==> config.mk <==
export PLATFORM = sky130hd
export DESIGN_NAME = controle_bomba_sequencial
export DESIGN_NICKNAME = d
export VERILOG_FILES = /design/src/rtl/controle_bomba_sequencial_pkg.sv /design/src/rtl/controle_bomba_sequencial_filtro.sv /design/src/rtl/controle_bomba_sequencial.sv
export SDC_FILE = /design/constraint.sdc
export NUM_CORES = 1
export LEC_CHECK = 0
export ABC_AREA = 1
export BUFFER_PORTS_ARGS = -buffer_cell sky130_fd_sc_hd__buf_2
export CAP_MARGIN = 0
export CORE_MARGIN = 2
export CORE_UTILIZATION = 50
export DETAILED_ROUTE_END_ITERATION = 6
export GPL_TIMING_DRIVEN = 0
export PLACE_DENSITY_LB_ADDON = 0.05
export RECOVER_POWER = 25
export SLEW_MARGIN = 20
export SYNTH_ARGS = -nofsm -noshare
export SYNTH_HDL_FRONTEND = slang
export SYNTH_SLANG_ARGS = --single-unit
==> constraint.sdc <==
create_clock -name clk -period 3.1 [get_ports clk]
set_input_delay 0.31 -clock clk [delete_from_list [all_inputs] [get_ports clk]]
set_output_delay 0.31 -clock clk [all_outputs]
set_load 0.03 [all_outputs]
==> src/rtl/controle_bomba_sequencial_pkg.sv <==
// Shared definitions for the water-flow pump/valve control blocks.
package pkg_controle_agua;

  // Controller states. Codes 6 and 7 are unused and fall back to OCIOSO.
  typedef enum logic [2:0] {
    OCIOSO = 3'd0,
    ABRE   = 3'd1,
    BOMBA  = 3'd2,
    PARA   = 3'd3,
    ESPERA = 3'd4,
    FALHA  = 3'd5
  } estado_e;

  // Default timing, in clock cycles.
  localparam int DEB_DEF       = 4;
  localparam int VALVE_DLY_DEF = 8;
  localparam int MIN_ON_DEF    = 16;
  localparam int MAX_ON_DEF    = 200;
  localparam int MIN_OFF_DEF   = 16;
  localparam int CNT_W_DEF     = 8;

  // Raw demand from the four level sensors. The combinational flow-control
  // block uses this same function, so both always agree on what "demand" is.
  function automatic logic demanda(input logic a, input logic b,
                                   input logic c, input logic d);
    return a & b & (c | d);
  endfunction

endpackage

==> src/rtl/controle_bomba_sequencial_filtro.sv <==
// Debounce filter: the output follows the raw input only after the input
// has held a new value for DEB consecutive clock edges.
module filtro_demanda #(
  parameter int DEB = 4
) (
  input  logic clk,
  input  logic rst_n,
  input  logic raw,
  output logic demanda_f
);

  // Counter only needs to reach DEB-1; keep at least one bit for DEB=1.
  localparam int CW = (DEB > 1) ? $clog2(DEB) : 1;
  localparam logic [CW-1:0] LAST = CW'(DEB - 1);

  logic [CW-1:0] cnt_q, cnt_d;
  logic          dem_q, dem_d;

  // Count consecutive disagreeing edges; flip the output on the DEB-th one.
  always_comb begin
    cnt_d = cnt_q;
    dem_d = dem_q;
    if (raw == dem_q) begin
      cnt_d = '0;
    end else if (cnt_q == LAST) begin
      dem_d = raw;
      cnt_d = '0;
    end else begin
      cnt_d = cnt_q + CW'(1);
    end
  end

  // Filter state, synchronously cleared.
  always_ff @(posedge clk) begin
    if (!rst_n) begin
      cnt_q <= '0;
      dem_q <= 1'b0;
    end else begin
      cnt_q <= cnt_d;
      dem_q <= dem_d;
    end
  end

  assign demanda_f = dem_q;

endmodule

==> src/rtl/controle_bomba_sequencial.sv <==
// Sequential pump/valve controller: debounced demand opens the valve,
// runs the pump with minimum on/off times, closes the valve and locks
// out into FALHA if the pump runs too long.
module controle_bomba_sequencial
  import pkg_controle_agua::*;
#(
  parameter int DEB       = DEB_DEF,
  parameter int VALVE_DLY = VALVE_DLY_DEF,
  parameter int MIN_ON    = MIN_ON_DEF,
  parameter int MAX_ON    = MAX_ON_DEF,
  parameter int MIN_OFF   = MIN_OFF_DEF,
  parameter int CNT_W     = CNT_W_DEF
) (
  input  logic       clk,
  input  logic       rst_n,
  input  logic       a,
  input  logic       b,
  input  logic       c,
  input  logic       d,
  input  logic       ack,
  output logic       valvula,
  output logic       bomba,
  output logic       alarme,
  output logic       demanda_f,
  output logic [2:0] estado
);

  // Transition fires on the edge where the timer shows N-1.
  localparam logic [CNT_W-1:0] T_VALVE   = CNT_W'(VALVE_DLY - 1);
  localparam logic [CNT_W-1:0] T_MIN_ON  = CNT_W'(MIN_ON - 1);
  localparam logic [CNT_W-1:0] T_MAX_ON  = CNT_W'(MAX_ON - 1);
  localparam logic [CNT_W-1:0] T_MIN_OFF = CNT_W'(MIN_OFF - 1);

  logic raw;
  logic dem_f;

  estado_e          state_q, state_d;
  logic [CNT_W-1:0] t_q, t_d;
  logic             valv_q, valv_d;
  logic             bomba_q, bomba_d;
  logic             alarme_q, alarme_d;

  assign raw = demanda(a, b, c, d);

  filtro_demanda #(
    .DEB (DEB)
  ) u_filtro (
    .clk       (clk),
    .rst_n     (rst_n),
    .raw       (raw),
    .demanda_f (dem_f)
  );

  // State, timer and decoded outputs all move on the same edge, so the
  // outputs are glitch-free and always match estado.
  always_ff @(posedge clk) begin
    if (!rst_n) begin
      state_q  <= OCIOSO;
      t_q      <= '0;
      valv_q   <= 1'b0;
      bomba_q  <= 1'b0;
      alarme_q <= 1'b0;
    end else begin
      state_q  <= state_d;
      t_q      <= t_d;
      valv_q   <= valv_d;
      bomba_q  <= bomba_d;
      alarme_q <= alarme_d;
    end
  end

  // Next state. In BOMBA the max-run fault wins over a normal stop, and a
  // demand drop before the minimum on-time simply waits it out.
  always_comb begin
    state_d = state_q;
    case (state_q)
      OCIOSO: if (dem_f) state_d = ABRE;
      ABRE: begin
        if (!dem_f)                state_d = OCIOSO;
        else if (t_q == T_VALVE)   state_d = BOMBA;
      end
      BOMBA: begin
        if (t_q == T_MAX_ON)                 state_d = FALHA;
        else if (!dem_f && t_q >= T_MIN_ON)  state_d = PARA;
      end
      PARA:   if (t_q == T_VALVE)   state_d = ESPERA;
      ESPERA: if (t_q == T_MIN_OFF) state_d = OCIOSO;
      FALHA:  if (ack && !dem_f)    state_d = OCIOSO;
      default: state_d = OCIOSO;
    endcase
  end

  // Timer restarts on every state change and saturates while held.
  always_comb begin
    t_d = t_q;
    if (state_d != state_q)  t_d = '0;
    else if (t_q != '1)      t_d = t_q + CNT_W'(1);
  end

  // Outputs decoded from the state being entered; valve covers the pump.
  always_comb begin
    valv_d   = 1'b0;
    bomba_d  = 1'b0;
    alarme_d = 1'b0;
    case (state_d)
      ABRE:    valv_d = 1'b1;
      BOMBA: begin
        valv_d  = 1'b1;
        bomba_d = 1'b1;
      end
      PARA:    valv_d = 1'b1;
      FALHA:   alarme_d = 1'b1;
      default: ;
    endcase
  end

  assign valvula   = valv_q;
  assign bomba     = bomba_q;
  assign alarme    = alarme_q;
  assign demanda_f = dem_f;
  assign estado    = state_q;

endmodule
==> qor.csv <==
metric;value;unit
largest net degree at the start of global routing;11;
first-pass GRT wire length;2670;um
FF+latch count, synth;17;
net count after synthesis;135;
Worst Path Class, Setup;reg2reg;
Hold Path Depth;3;
DR pass1 iterations;4;
detailed-route DRC error count;0;
Max clock buf depth;2;
fin. max-slew vios;0;
Worst setup SP type;flop;
layout cells sized above 1;0.154;
Yosys warnings;0;
grt ovf;0;
post-synth top area share;0.391;
full die area;0.00209;mm2
status;finished clean;
Pwr Total;0.368;mW
CP required;3290;ps
die height;45.7;um
Max Cap Viol;0;
via count;818;
H-Tree Depth;1;
worst slew pin tran;362;ps
Clock transition at path regs;110;ps
GRT Total Usage;0.178;
RSZ-0062 raised after global routing;no;
# diodes;0;
Inserted Clock Buffers;3;
Port Buffers;13;
slew margin rel.;0.760;
PD cells;375;mW/mm2
Final Critical Period;1710;ps
Seq/Total Area, Yosys;0.391;
final hold violations;0;
worst-path fanout max;7;
Worst setup EP type;flop;
syn avg cell area;6.91;um2
worst hold slack;304;ps
top cells by area, synth;dfxtp_1, nor2_1, nand2_1, nand3_1, inv_1;
Post-CTS Setup Inserts;0;
vias in the first global route;686;
number of fill cells;172;
Post-Syn Area;871;um2
skew final;6.25;ps
CTS tree;yes;
setup TNS;0;ps
DP Worst Slack;1410;ps
# IOs;14;
Tcrit/Tclk final;0.552;
row count;15;
core region area;0.00169;mm2
total leakage power;0.479;nW
Synth-to-Final Area Change;12.6;%
clock root buffer;clkbuf_4;
ANT nets after route;0;
final core occ;0.581;
Iteration-0 DRC Markers;12;
fin worst setup slack;1390;ps
Peak VDD IR;0.290;mV
Final Setup Violations;0;
clock sinks;17;
Fmax achieved;585;MHz
cell count after synthesis;126;
routed wire length;1690;um
hold_buf cts;0;
antenna violations before repair;0;
Clk Latency, worst-skew pair;290;ps
Hold Path Class;in2reg;
RePlAce Congestion;0.823;
die width;45.7;um
Vias/cell;5.11;
Post-layout nets;153;
critical path arrival;1900;ps
DP HPWL;1330;um
leading area contributor after synthesis;dfxtp_1;
Starting Density;0.516;
worst reg-to-reg path cell count;7;
Routed WL per cell;10.6;um
PostCTS Resize Cnt;0;
post-synth cell types;21;
[worst max-delay path, cell delays in order (launching register included)]
cell,delay (ps)
dfxtp_1,390
ha_1,250
nand2_1,110
nor3_2,220
nand3_1,260
nand3_1,160
xor2_1,160
nor2_1,70
[per-stage QoR]
stage | cell area (um2) | std cells
6_report | 981 | 160
5_1_grt | 981 | 160
4_1_cts | 985 | 160
3_5_place_dp | 957 | 156
3_3_place_gp | 957 | 156
2_1_floorplan | 871 | 126
[cells in the mapped netlist]
library cell	n
o211ai_1	1
nand4_1	1
nor3_2	1
nor3_1	3
a211oi_1	1
nand2_2	2
o21ai_0	5
ha_1	2
nand2_4	1
nand3_1	14
dfxtp_1	17
inv_1	18
nor2_1	25
o211a_1	1
a21oi_1	4
nand2_1	21
xnor2_1	1
nor2_2	3
a21boi_0	1
o21ai_2	1
xor2_1	3
[power by group]
| part | switching, mW | internal [mW] | leakage, nW | total [mW] |
|---|---|---|---|---|
| Clock | 0.0729 | 0.0479 | 0.0177 | 0.121 |
| Combinational | 0.0120 | 0.00956 | 0.324 | 0.0215 |
| Sequential | 0.00324 | 0.222 | 0.138 | 0.226 |
| Total | 0.0881 | 0.280 | 0.479 | 0.368 |
[cell families (layout without fill, tap and decap cells)]
logic type / after synthesis / count (layout) / share of synthesized area
xor gates and xnor gates: 4 / 4 / 0.0402
DFF: 17 / 17 / 0.391
buffers and inverters: 18 / 35 / 0.0776
AOI/OAI and AO/OA: 14 / 14 / 0.0991
and+or+nand+nor: 71 / 71 / 0.364
adders and majority gates: 2 / 2 / 0.0287
[worst paths after layout]
path,endpoint,slack (ps),start
max reg2reg,t_q[5],1390,t_q[0]
min,estado[0],300,rst_n
max,t_q[5],1390,t_q[0]
min reg2reg,u_filtro.cnt_q[0],440,u_filtro.cnt_q[0]
[registers in the layout (all words and copies together), names as in the netlist]
name	count
t_q	8
valvula	1
estado	3
alarme	1
bomba	1
u_filtro.demanda_f	1
u_filtro.cnt_q	2
[per-layer routing]
metal  track usage  share of wire  up-vias  routed length (um)
met4        0.0857          0.014        0                  23
met5             0              0        -                   0
met3        0.0437          0.024        4                  41
met2         0.285           0.49       10                 824
li1              -              -      433                   -
met1         0.222           0.47      371                 803
[final cells by class]
type | instances | area, um2 | area share
multi-input cells | 91 | 463 | 0.472
flip-flops and latches | 17 | 340 | 0.347
well taps | 17 | 21.3 | 0.0217
repair buffers | 13 | 61.3 | 0.0625
clock buffers | 3 | 22.5 | 0.0230
clock inverters | 1 | 5.00 | 0.00510
inverters | 18 | 67.6 | 0.0689
[layout by cell type (no fill, tap or decap)]
master,synthesis,final
nand2_4,1,1
inv_1,18,18
xor2_1,3,3
nand3_1,14,14
nor2_1,25,25
a211oi_1,1,1
xnor2_1,1,1
clkbuf_1,0,3
o211a_1,1,1
nor3_2,1,1
o211ai_1,1,1
a21oi_1,4,4
o21ai_0,5,5
nand2_1,21,21
ha_1,2,2
dfxtp_1,17,17
clkinv_2,0,1
nor3_1,3,3
o21ai_2,1,1
nor2_2,3,3
a21boi_0,1,1
nand2_2,2,2
buf_2,0,10
nand4_1,1,1
clkbuf_4,0,3
Power figures use the tool's default switching activity.
